File: src/rtl/uart_tx_fifo.sv
// Transmit byte queue feeding the UART transmitter through a txd/tx_vld/tx_done
// four-phase handshake; the byte is popped when its handshake launches.
module uart_tx_fifo #(
  parameter int DEPTH_LOG2 = 4
) (
  input  logic                  clk,
  input  logic                  reset_n,
  input  logic                  wr_en,
  input  logic [7:0]            wr_data,
  output logic                  wr_full,
  input  logic                  flush,
  input  logic                  ovf_clr,
  output logic                  overflow,
  output logic [DEPTH_LOG2:0]   level,
  output logic                  tx_busy,
  output logic                  tx_idle,
  output logic [7:0]            txd,
  output logic                  tx_vld,
  input  logic                  tx_done
);

  localparam int DEPTH = 1 << DEPTH_LOG2;
  localparam int PW    = DEPTH_LOG2 + 1;

  typedef enum logic [1:0] {
    S_IDLE = 2'd0,
    S_REQ  = 2'd1,
    S_ACK  = 2'd2
  } state_t;

  state_t          state_r;
  state_t          state_next_s;
  logic [PW-1:0]   wr_ptr_r;
  logic [PW-1:0]   rd_ptr_r;
  logic [7:0]      mem_r [DEPTH];
  logic [7:0]      txd_r;
  logic [7:0]      txd_next_s;
  logic            tx_vld_r;
  logic            tx_vld_next_s;
  logic            overflow_r;
  logic [PW-1:0]   level_s;
  logic            full_s;
  logic            empty_s;
  logic            push_s;
  logic            ovf_set_s;
  logic            can_launch_s;
  logic            launch_s;

  assign level_s   = wr_ptr_r - rd_ptr_r;
  assign full_s    = (level_s == PW'(DEPTH));
  assign empty_s   = (level_s == {PW{1'b0}});
  assign push_s    = wr_en && !full_s && !flush;
  // A push coinciding with flush is discarded silently, not counted as overflow.
  assign ovf_set_s = wr_en && full_s && !flush;
  // tx_done is also gated here so tx_vld can never rise against a stuck-high done.
  assign can_launch_s = !empty_s && !flush && !tx_done;

  assign wr_full  = full_s;
  assign level    = level_s;
  assign overflow = overflow_r;
  assign txd      = txd_r;
  assign tx_vld   = tx_vld_r;
  assign tx_busy  = (state_r != S_IDLE);
  assign tx_idle  = empty_s && (state_r == S_IDLE);

  // Storage array: written on accepted pushes, never reset.
  always_ff @(posedge clk) begin
    if (push_s) begin
      mem_r[wr_ptr_r[DEPTH_LOG2-1:0]] <= wr_data;
    end
  end

  // Pointers and the sticky overflow flag.
  always_ff @(posedge clk or negedge reset_n) begin
    if (!reset_n) begin
      wr_ptr_r   <= {PW{1'b0}};
      rd_ptr_r   <= {PW{1'b0}};
      overflow_r <= 1'b0;
    end else begin
      if (push_s) begin
        wr_ptr_r <= wr_ptr_r + PW'(1);
      end
      if (flush) begin
        rd_ptr_r <= wr_ptr_r;
      end else if (launch_s) begin
        rd_ptr_r <= rd_ptr_r + PW'(1);
      end
      if (ovf_set_s) begin
        overflow_r <= 1'b1;
      end else if (ovf_clr) begin
        overflow_r <= 1'b0;
      end
    end
  end

  // Handshake state and registered transmitter outputs.
  always_ff @(posedge clk or negedge reset_n) begin
    if (!reset_n) begin
      state_r  <= S_IDLE;
      txd_r    <= 8'h00;
      tx_vld_r <= 1'b0;
    end else begin
      state_r  <= state_next_s;
      txd_r    <= txd_next_s;
      tx_vld_r <= tx_vld_next_s;
    end
  end

  // Next-state decode for the handshake.
  always_comb begin
    state_next_s = state_r;
    case (state_r)
      S_IDLE: begin
        if (can_launch_s) state_next_s = S_REQ;
        else              state_next_s = S_IDLE;
      end
      S_REQ: begin
        if (tx_done) state_next_s = S_ACK;
        else         state_next_s = S_REQ;
      end
      S_ACK: begin
        if (!tx_done) state_next_s = S_IDLE;
        else          state_next_s = S_ACK;
      end
      default: state_next_s = S_IDLE;
    endcase
  end

  // Output decode: launch pops the head byte into txd.
  always_comb begin
    txd_next_s    = txd_r;
    tx_vld_next_s = tx_vld_r;
    launch_s      = 1'b0;
    case (state_r)
      S_IDLE: begin
        if (can_launch_s) begin
          launch_s      = 1'b1;
          txd_next_s    = mem_r[rd_ptr_r[DEPTH_LOG2-1:0]];
          tx_vld_next_s = 1'b1;
        end else begin
          tx_vld_next_s = 1'b0;
        end
      end
      S_REQ: begin
        if (tx_done) tx_vld_next_s = 1'b0;
        else         tx_vld_next_s = 1'b1;
      end
      S_ACK:   tx_vld_next_s = 1'b0;
      default: tx_vld_next_s = 1'b0;
    endcase
  end

endmodule

File: config.mk
export PLATFORM = sky130hd
export DESIGN_NAME = uart_tx_fifo
export DESIGN_NICKNAME = d
export VERILOG_FILES = /design/src/rtl/uart_tx_fifo.sv
export SDC_FILE = /design/constraint.sdc
export NUM_CORES = 1
export LEC_CHECK = 0
export CORE_ASPECT_RATIO = 0.75
export CORE_UTILIZATION = 55
export DETAILED_ROUTE_END_ITERATION = 8
export MAX_ROUTING_LAYER = met4
export PLACE_DENSITY = 0.74
export SLEW_MARGIN = 10
export SYNTH_ARGS = -nofsm -noshare
export SYNTH_HDL_FRONTEND = slang
export SYNTH_SLANG_ARGS = --single-unit
File: constraint.sdc
create_clock -name clk -period 3.7 [get_ports clk]
set_clock_uncertainty 0.05 [all_clocks]
set_input_delay 0.74 -clock clk [delete_from_list [all_inputs] [get_ports clk]]
set_output_delay 0.74 -clock clk [all_outputs]
set_load 0.1 [all_outputs]
# Word level (Yosys, flattened, before mapping)
# Memory sizes are Yosys's and may differ from the RTL's. A register that Yosys moved wholly into a read port is not among the register bits.
# Cells that the tools add are included.
# totals
regBits	14
n_memories	1
ram_bits	128
inputBits	14
output_inout_bits	18
# memory_table
memory	depth	word_bits	read_ports	rd_clocked_by_memory_dff	write_ports	line	source
mem_r	16	8	1	1	1	35	logic [7:0] mem_r [DEPTH];
# op_classes
add_sub_neg	3
eq_ne	3
n_mux	14
n_reduce_logical	18
# ops
op	n
$add A5 B1 Y5 const B	2
$mux W5	2
$mux W1	8
$logic_and A1 B1 Y1	7
$pmux W2 S3	1
$reduce_bool A2 Y1	3
$eq A5 B5 Y1 const B	1
$logic_not A1 Y1	5
$logic_not A5 Y1	1
$sub A5 B5 Y5	1
$mux W2	2
$eq A2 B1 Y1 const B	1
$eq A2 B2 Y1 const B	1
$logic_not A2 Y1	1
$pmux W1 S2	1
$reduce_and A2 Y1	1

# Longest topological paths before layout
# Gate-level depths: netlist of run 1.
# logic_depth
word_depth	9
depth_mapped	10

# Worst setup path after synthesis of run 1
# OpenSTA, ideal clock, no wires.
# synth_path
path_type	register to register
from	register rd_ptr_r[2]
to	memory mem_r[2][0] (enable)
stages_incl_launch_ff	9
path_buffers	1
arrival_ns	4.512
setup_time_ns	0.395
period_less_slack_ns	4.957
setup_slack_ns	-1.257
required_time_ns	3.255
cell_sequence	dfrtp_1 -> clkbuf_1 -> clkinv_1 -> ha_1 -> xor2_1 -> nand4b_1 -> a211oi_4 -> nor2_4 -> nor4bb_1
# synth_between
elab_chain_len	7
# synth_rtl
element	line	source
start, declared	34	logic [PW-1:0] rd_ptr_r;
start signal, assigned	77	rd_ptr_r <= {PW{1'b0}};
start signal, assigned	84	rd_ptr_r <= wr_ptr_r;
start signal, assigned	86	rd_ptr_r <= rd_ptr_r + PW'(1);
$sub A5 B5 Y5	49	assign level_s = wr_ptr_r - rd_ptr_r;
named net level[2]	14	output logic [DEPTH_LOG2:0] level,
$eq A5 B5 Y1	50	assign full_s = (level_s == PW'(DEPTH));
named net wr_full	10	output logic wr_full,
$logic_not A1 Y1	52	assign push_s = wr_en && !full_s && !flush;
$logic_and A1 B1 Y1 (2 in series)	52	
$mux W1	68	if (push_s) begin
$mux W1 (not written as such)	69	mem_r[wr_ptr_r[DEPTH_LOG2-1:0]] <= wr_data;
end, declared	35	
# The timed path passes the listed nets, and every way through them passes these cells.

# Final worst setup path of run 1
# layout_path
from	register wr_ptr_r[0]
to	output port wr_full
# layout_between
elab_chain_len	2
# layout_rtl
element	line	source
start, declared	33	logic [PW-1:0] wr_ptr_r;
start signal, assigned	76	wr_ptr_r <= {PW{1'b0}};
start signal, assigned	81	wr_ptr_r <= wr_ptr_r + PW'(1);
$sub A5 B5 Y5	49	
$eq A5 B5 Y1	50	
end, declared	10	
# Every way passes these cells.

==> reports/metrics.yaml, run 1 <==
diodes: 0
finalHoldViolCount: 0
postSynthCellCount: 353
gr-total-overflow: 0
post_cts_buffers: 0
cap_violations: 0
placeableCoreArea_um2: 11100
utilization: 0.676
synth.cells.most_frequent: "sky130_fd_sc_hd__edfxtp_1 (128), sky130_fd_sc_hd__nand2_1 (36), sky130_fd_sc_hd__mux4_2 (28)"
setup.worst_path.start: "wr_ptr_r[0]$_DFFE_PN0P_"
yosys_warnings: 0
fill_cells: 731
groute.usage.overall: 0.247
htree_num_levels: 4
syn-num-nets: 377
avgSynthCellArea_um2: 17.9
floorplan.die.height_um: 94.9
drc_violation_total_after_the_first_tritonroute_iteration: 350
placement.io_buffers: 31
timing.slew.headroom: 0.259
firstDrtPassIters: 5
detail_route.drc_violations: 0
drt_wl_total_um: 12700
routed_via_density: 6.20
synthesis_to_layout_area_growth_pct: 18.2
status: "completed"
die_width_um: 126
synth_area_um2: 6320
std_cell_rows: 33
path_clk_slew_ns: 0.06
final_min_period_over_clock_period: 0.952
setup_repair_after_global_routing_missed_its_margin: "false"
synth_enable_flop_cells: 128
netlist.area_leader.share: 0.608
worst_path_arrival_time_ns: 2.73
grt_first_pass_wirelength_um: 19900
hpwlAfterDp_um: 8070
antenna_found_initial: 0
synthMostInstantiatedCell: "sky130_fd_sc_hd__edfxtp_1"
hold_class: "flop to flop"
setup-tns-final_ns: 0
synth_top_cells_by_area: "sky130_fd_sc_hd__edfxtp_1 (61%), sky130_fd_sc_hd__mux4_2 (10%), sky130_fd_sc_hd__dfrtp_1 (8.7%)"
wl_per_cell_um: 23.1
cts_resized: 0
gp_congestion: 0.766
worst-path-max-fanout: 5
hold_start: "overflow$_DFFE_PN0P_"
cts.root.buffer_cell: "sky130_fd_sc_hd__clkbuf_16"
final-setup-viol-count: 0
share_of_the_yosys_chip_area_belonging_to_registers: 0.695
synth-main-ff-cell: "sky130_fd_sc_hd__edfxtp_1"
cts_tree: "done"
slew_at_the_pin_with_the_worst_max_slew_slack_ns: 1.11
cts-buffers-inserted: 17
clock_sinks: 150
worstSetupStartpointType: "flop"
routed_vias: 3397
grt_pass1_vias: 3383
worst-setup-path-type: "flop to primary output"
effective_utilization_at_floorplan: 0.572
worst_r2r_startpoint: "wr_ptr_r[3]$_DFFE_PN0P_"
grt_start_max_net_pins: 37
layout_min_cycle_time_ns: 3.52
asyncSetResetFlopFracSynth: 0.147
drive_gt1_frac: 0.277
die_area_um2: 11900
insertion_delay_ns: 0.42
ioPinCount: 32
post_cts_hold_buffer_count: 0
final-max-slew-violation-count: 0
flip_flop_and_latch_count_after_synthesis: 150
drtAntennaViolNets: 0
clock_tree_buf_depth: 2
synth.largest_area_cell: "sky130_fd_sc_hd__edfxtp_1"
nNetsFinal: 419
timing.critical_path.to_type: "primary output"
max_freq_ghz: 0.284
timing.critical_path.required_ns: 2.91
synthDistinctLibCells: 49
-- placed cells by master, fill, tap and decap left out, types with 5 or more instances in the layout --
cell type	count
sky130_fd_sc_hd__inv_1	5
sky130_fd_sc_hd__xor2_1	5
sky130_fd_sc_hd__nor2_1	5
sky130_fd_sc_hd__ha_1	8
sky130_fd_sc_hd__nand2_1	36
sky130_fd_sc_hd__mux4_2	28
sky130_fd_sc_hd__dfrtp_1	21
sky130_fd_sc_hd__mux2_2	8
sky130_fd_sc_hd__clkdlybuf4s50_1	23
sky130_fd_sc_hd__and4b_2	8
sky130_fd_sc_hd__o21ai_0	5
sky130_fd_sc_hd__a31oi_1	10
sky130_fd_sc_hd__nand3_1	6
sky130_fd_sc_hd__and3_1	10
sky130_fd_sc_hd__clkbuf_16	18
sky130_fd_sc_hd__buf_12	6
sky130_fd_sc_hd__buf_4	11
sky130_fd_sc_hd__clkinv_4	6
sky130_fd_sc_hd__edfxtp_1	128
-- flip-flops by register name, summed over array words and instances (netlist names) --
register,flops
txd,8
rd_ptr_r,5
state_r,2
mem_r,128
overflow,1
tx_vld,1
wr_ptr_r,5
-- worst max-delay path: stages (launching register included) --
cell	delay, ns
sky130_fd_sc_hd__dfrtp_1	0.43
sky130_fd_sc_hd__inv_2	0.13
sky130_fd_sc_hd__ha_4	0.14
sky130_fd_sc_hd__inv_2	0.04
sky130_fd_sc_hd__fa_2	0.48
sky130_fd_sc_hd__nor3b_1	0.25
sky130_fd_sc_hd__nand4b_1	0.25
sky130_fd_sc_hd__a211oi_4	0.39
sky130_fd_sc_hd__buf_12	0.22
-- final cells by class --
type                    instances  area [um^2]  share of cell area
clock buffers                  20          468              0.0626
flip-flops and latches        150         4400               0.588
repair buffers                 40          433              0.0579
well taps                     140          175              0.0234
multi-input cells             177         1850               0.248
clock inverters                12          119              0.0159
inverters                       9         35.0             0.00469
-- metal layers --
metal	up-vias	global-route usage	wire length, um
li1	1503	-	-
met5	-	-	0
met3	15	0.0516	951
met1	1742	0.336	5590
met4	0	0.0863	145
met2	137	0.375	5990
-- worst paths after layout --
kind                                            to  slack (ns)  cells after the start
max in group asynchronous  rd_ptr_r[0]$_DFFE_PN0P_        1.99                      1
min reg2reg                   overflow$_DFFE_PN0P_        0.44                      1
max                                        wr_full        0.18                      8
min                           overflow$_DFFE_PN0P_        0.44                      1
min in group asynchronous         tx_vld$_DFF_PN0_        0.87                      1
max reg2reg                  mem_r[8][4]$_DFFE_PP_        0.58                      7
-- through the flow --
step	hold slack, ns	instances	cell area (um^2)	setup slack, ns
3_3_place_gp	0.427	515	6880	0.528
4_1_cts	0.448	547	7470	0.0226
2_1_floorplan	0.394	353	6410	-0.173
3_5_place_dp	0.434	515	6880	0.492
6_report	0.440	548	7480	0.178
5_1_grt	0.468	548	7480	0.0162
-- cells by family after synthesis --
group | Yosys count | synth area share
DFF | 150 | 0.695
and+or+nand+nor | 92 | 0.0837
muxes | 41 | 0.133
AOI/OAI and AO/OA | 27 | 0.0330
buffers and inverters | 26 | 0.0249
adders and majority gates | 10 | 0.0210
xor gates and xnor gates | 7 | 0.00969
Power of run 1 is not shown: default switching activity piles up to over one toggle a cycle in this logic, so the estimate is an artifact.
==> run 2, diff against run 1 <==
Settings changed: HOLD_SLACK_MARGIN set to 0.02.
Clock period 3.7 ns to 4.3 ns, I/O delays scaled along.
==> reports/metrics.yaml, run 2 (same netlist as run 1, synthesis figures left out) <==
grt_pass1_vias: 3349  # -1.0%
drive_gt1_frac: 0.229  # -0.0485
layout_common_cells: "sky130_fd_sc_hd__edfxtp_1 (128), sky130_fd_sc_hd__nand2_1 (36), sky130_fd_sc_hd__mux4_2 (28)"
hold_class: "primary input to asynchronous set/reset pin"
worst-r2r-cell-count: 10  # +3
gr-total-overflow: 0  # unchanged
timing.critical_path.to_type: "primary output"
cts_resized: 0  # unchanged
nNetsFinal: 418  # -0.24%
std_cell_rows: 33  # unchanged
final-max-slew-violation-count: 0  # unchanged
timing.critical_path.required_ns: 3.39  # +0.48 ns
routed_vias: 3415  # +0.53%
antenna_found_initial: 0  # unchanged
finalHoldViolCount: 0  # unchanged
drt_wl_total_um: 13200  # +4.1%
fin_worst_hold_slack_ns: 0.371  # -0.0689 ns
diodes: 0  # unchanged
cap_violations: 0  # unchanged
drtAntennaViolNets: 0  # unchanged
insertion_delay_ns: 0.42  # about the same
cts_tree: "done"
most_common_library_cell_in_the_layout_ignoring_fill_and_taps: "sky130_fd_sc_hd__edfxtp_1"
gp_congestion: 0.885  # +15%
worstSetupStartpointType: "flop"
wl_per_cell_um: 24.1  # +4.3%
firstDrtPassIters: 5  # unchanged
detail_route.drc_violations: 0  # unchanged
status: "completed"
setup-tns-final_ns: 0  # unchanged
grt_first_pass_wirelength_um: 20300  # +2.0%
hpwlAfterDp_um: 8500  # +5.4%
worst_r2r_startpoint: "wr_ptr_r[0]$_DFFE_PN0P_"
cts.root.buffer_cell: "sky130_fd_sc_hd__clkbuf_16"
floorplan.die.height_um: 94.9  # unchanged
timing.slew.headroom: 0.330  # +0.0709
rr_endpoint: "mem_r[9][5]$_DFFE_PP_"
placeableCoreArea_um2: 11100  # unchanged
ioPinCount: 32  # unchanged
slew_at_the_pin_with_the_worst_max_slew_slack_ns: 1.00  # -0.106 ns
routed_via_density: 6.24  # +0.71%
worst_path_arrival_time_ns: 2.91  # +0.18 ns
clock_sinks: 150  # unchanged
post_cts_buffers: 0  # unchanged
die_width_um: 126  # unchanged
drc_violation_total_after_the_first_tritonroute_iteration: 388  # +11%
synthesis_to_layout_area_growth_pct: 17.4
final-setup-viol-count: 0  # unchanged
effective_utilization_at_floorplan: 0.572  # unchanged
largest_register_ff_count: 128  # unchanged
worst-setup-path-type: "flop to primary output"
setup.reg_to_reg.worst_slack_ns: 0.91  # +0.33 ns
grt_start_max_net_pins: 37  # unchanged
groute.usage.overall: 0.252  # +0.00584
max_freq_ghz: 0.262
clock_tree_buf_depth: 2  # unchanged
placement.io_buffers: 31  # unchanged
htree_num_levels: 4  # unchanged
final_min_period_over_clock_period: 0.887
setup_repair_after_global_routing_missed_its_margin: "false"
worst-path-max-fanout: 5  # unchanged
cts-buffers-inserted: 17  # unchanged
layout_min_cycle_time_ns: 3.82
die_area_um2: 11900  # unchanged
path_clk_slew_ns: 0.07  # about the same
post_cts_hold_buffer_count: 0  # unchanged
## run 2: worst max-delay path, cell delays in order (launching register included)
cell and delay (ns):
sky130_fd_sc_hd__dfrtp_1 0.43, sky130_fd_sc_hd__inv_1 0.16, sky130_fd_sc_hd__ha_1 0.19, sky130_fd_sc_hd__inv_1 0.05, sky130_fd_sc_hd__fa_1 0.48, sky130_fd_sc_hd__xor2_4 0.23, sky130_fd_sc_hd__nand4b_1 0.33, sky130_fd_sc_hd__a2bb2o_4 0.30
sky130_fd_sc_hd__nor2_2 0.12, sky130_fd_sc_hd__buf_12 0.19
## run 2: layout make-up
type | count | area [um^2]
Clock buffer | 18 | 429
Clock inverter | 14 | 183
Timing Repair Buffer | 39 | 410
Multi-Input combinational cell | 177 | 1800
Inverter | 9 | 33.8
Sequential cell | 150 | 4400
Fill cell | 732 | 3640
Tap cell | 140 | 175
## run 2: per-stage QoR
stage,setup slack (ns),util,cell area (um^2),instances
final,0.485,0.671,7430,547
after CTS,0.466,0.672,7430,547
after floorplan,0.0689,-,6350,353
after global routing,0.333,0.671,7430,547
after global placement,1.03,0.616,6820,515
after detailed placement,0.926,0.616,6820,515
## run 2: per-layer routing
| metal | vias to the layer above | GRT usage | part of all wire |
|---|---|---|---|
| met4 | 0 | 0.0663 | 0.0094 |
| met2 | 140 | 0.358 | 0.46 |
| met1 | 1767 | 0.359 | 0.44 |
| met3 | 12 | 0.0759 | 0.090 |
| met5 | - | - | 0 |
| li1 | 1496 | - | - |
## run 2: worst max path at each step
stage                             from       to  slack (ns)
2_1_floorplan  rd_ptr_r[1]$_DFFE_PN0P_  wr_full        0.07
3_3_place_gp   wr_ptr_r[0]$_DFFE_PN0P_  tx_idle        1.03
3_5_place_dp   wr_ptr_r[0]$_DFFE_PN0P_  tx_idle        0.93
4_1_cts        wr_ptr_r[0]$_DFFE_PN0P_  tx_idle        0.47
5_1_grt        wr_ptr_r[0]$_DFFE_PN0P_  tx_idle        0.33
6_report       wr_ptr_r[0]$_DFFE_PN0P_  tx_idle        0.48
Power of run 2 is left out for the same reason.
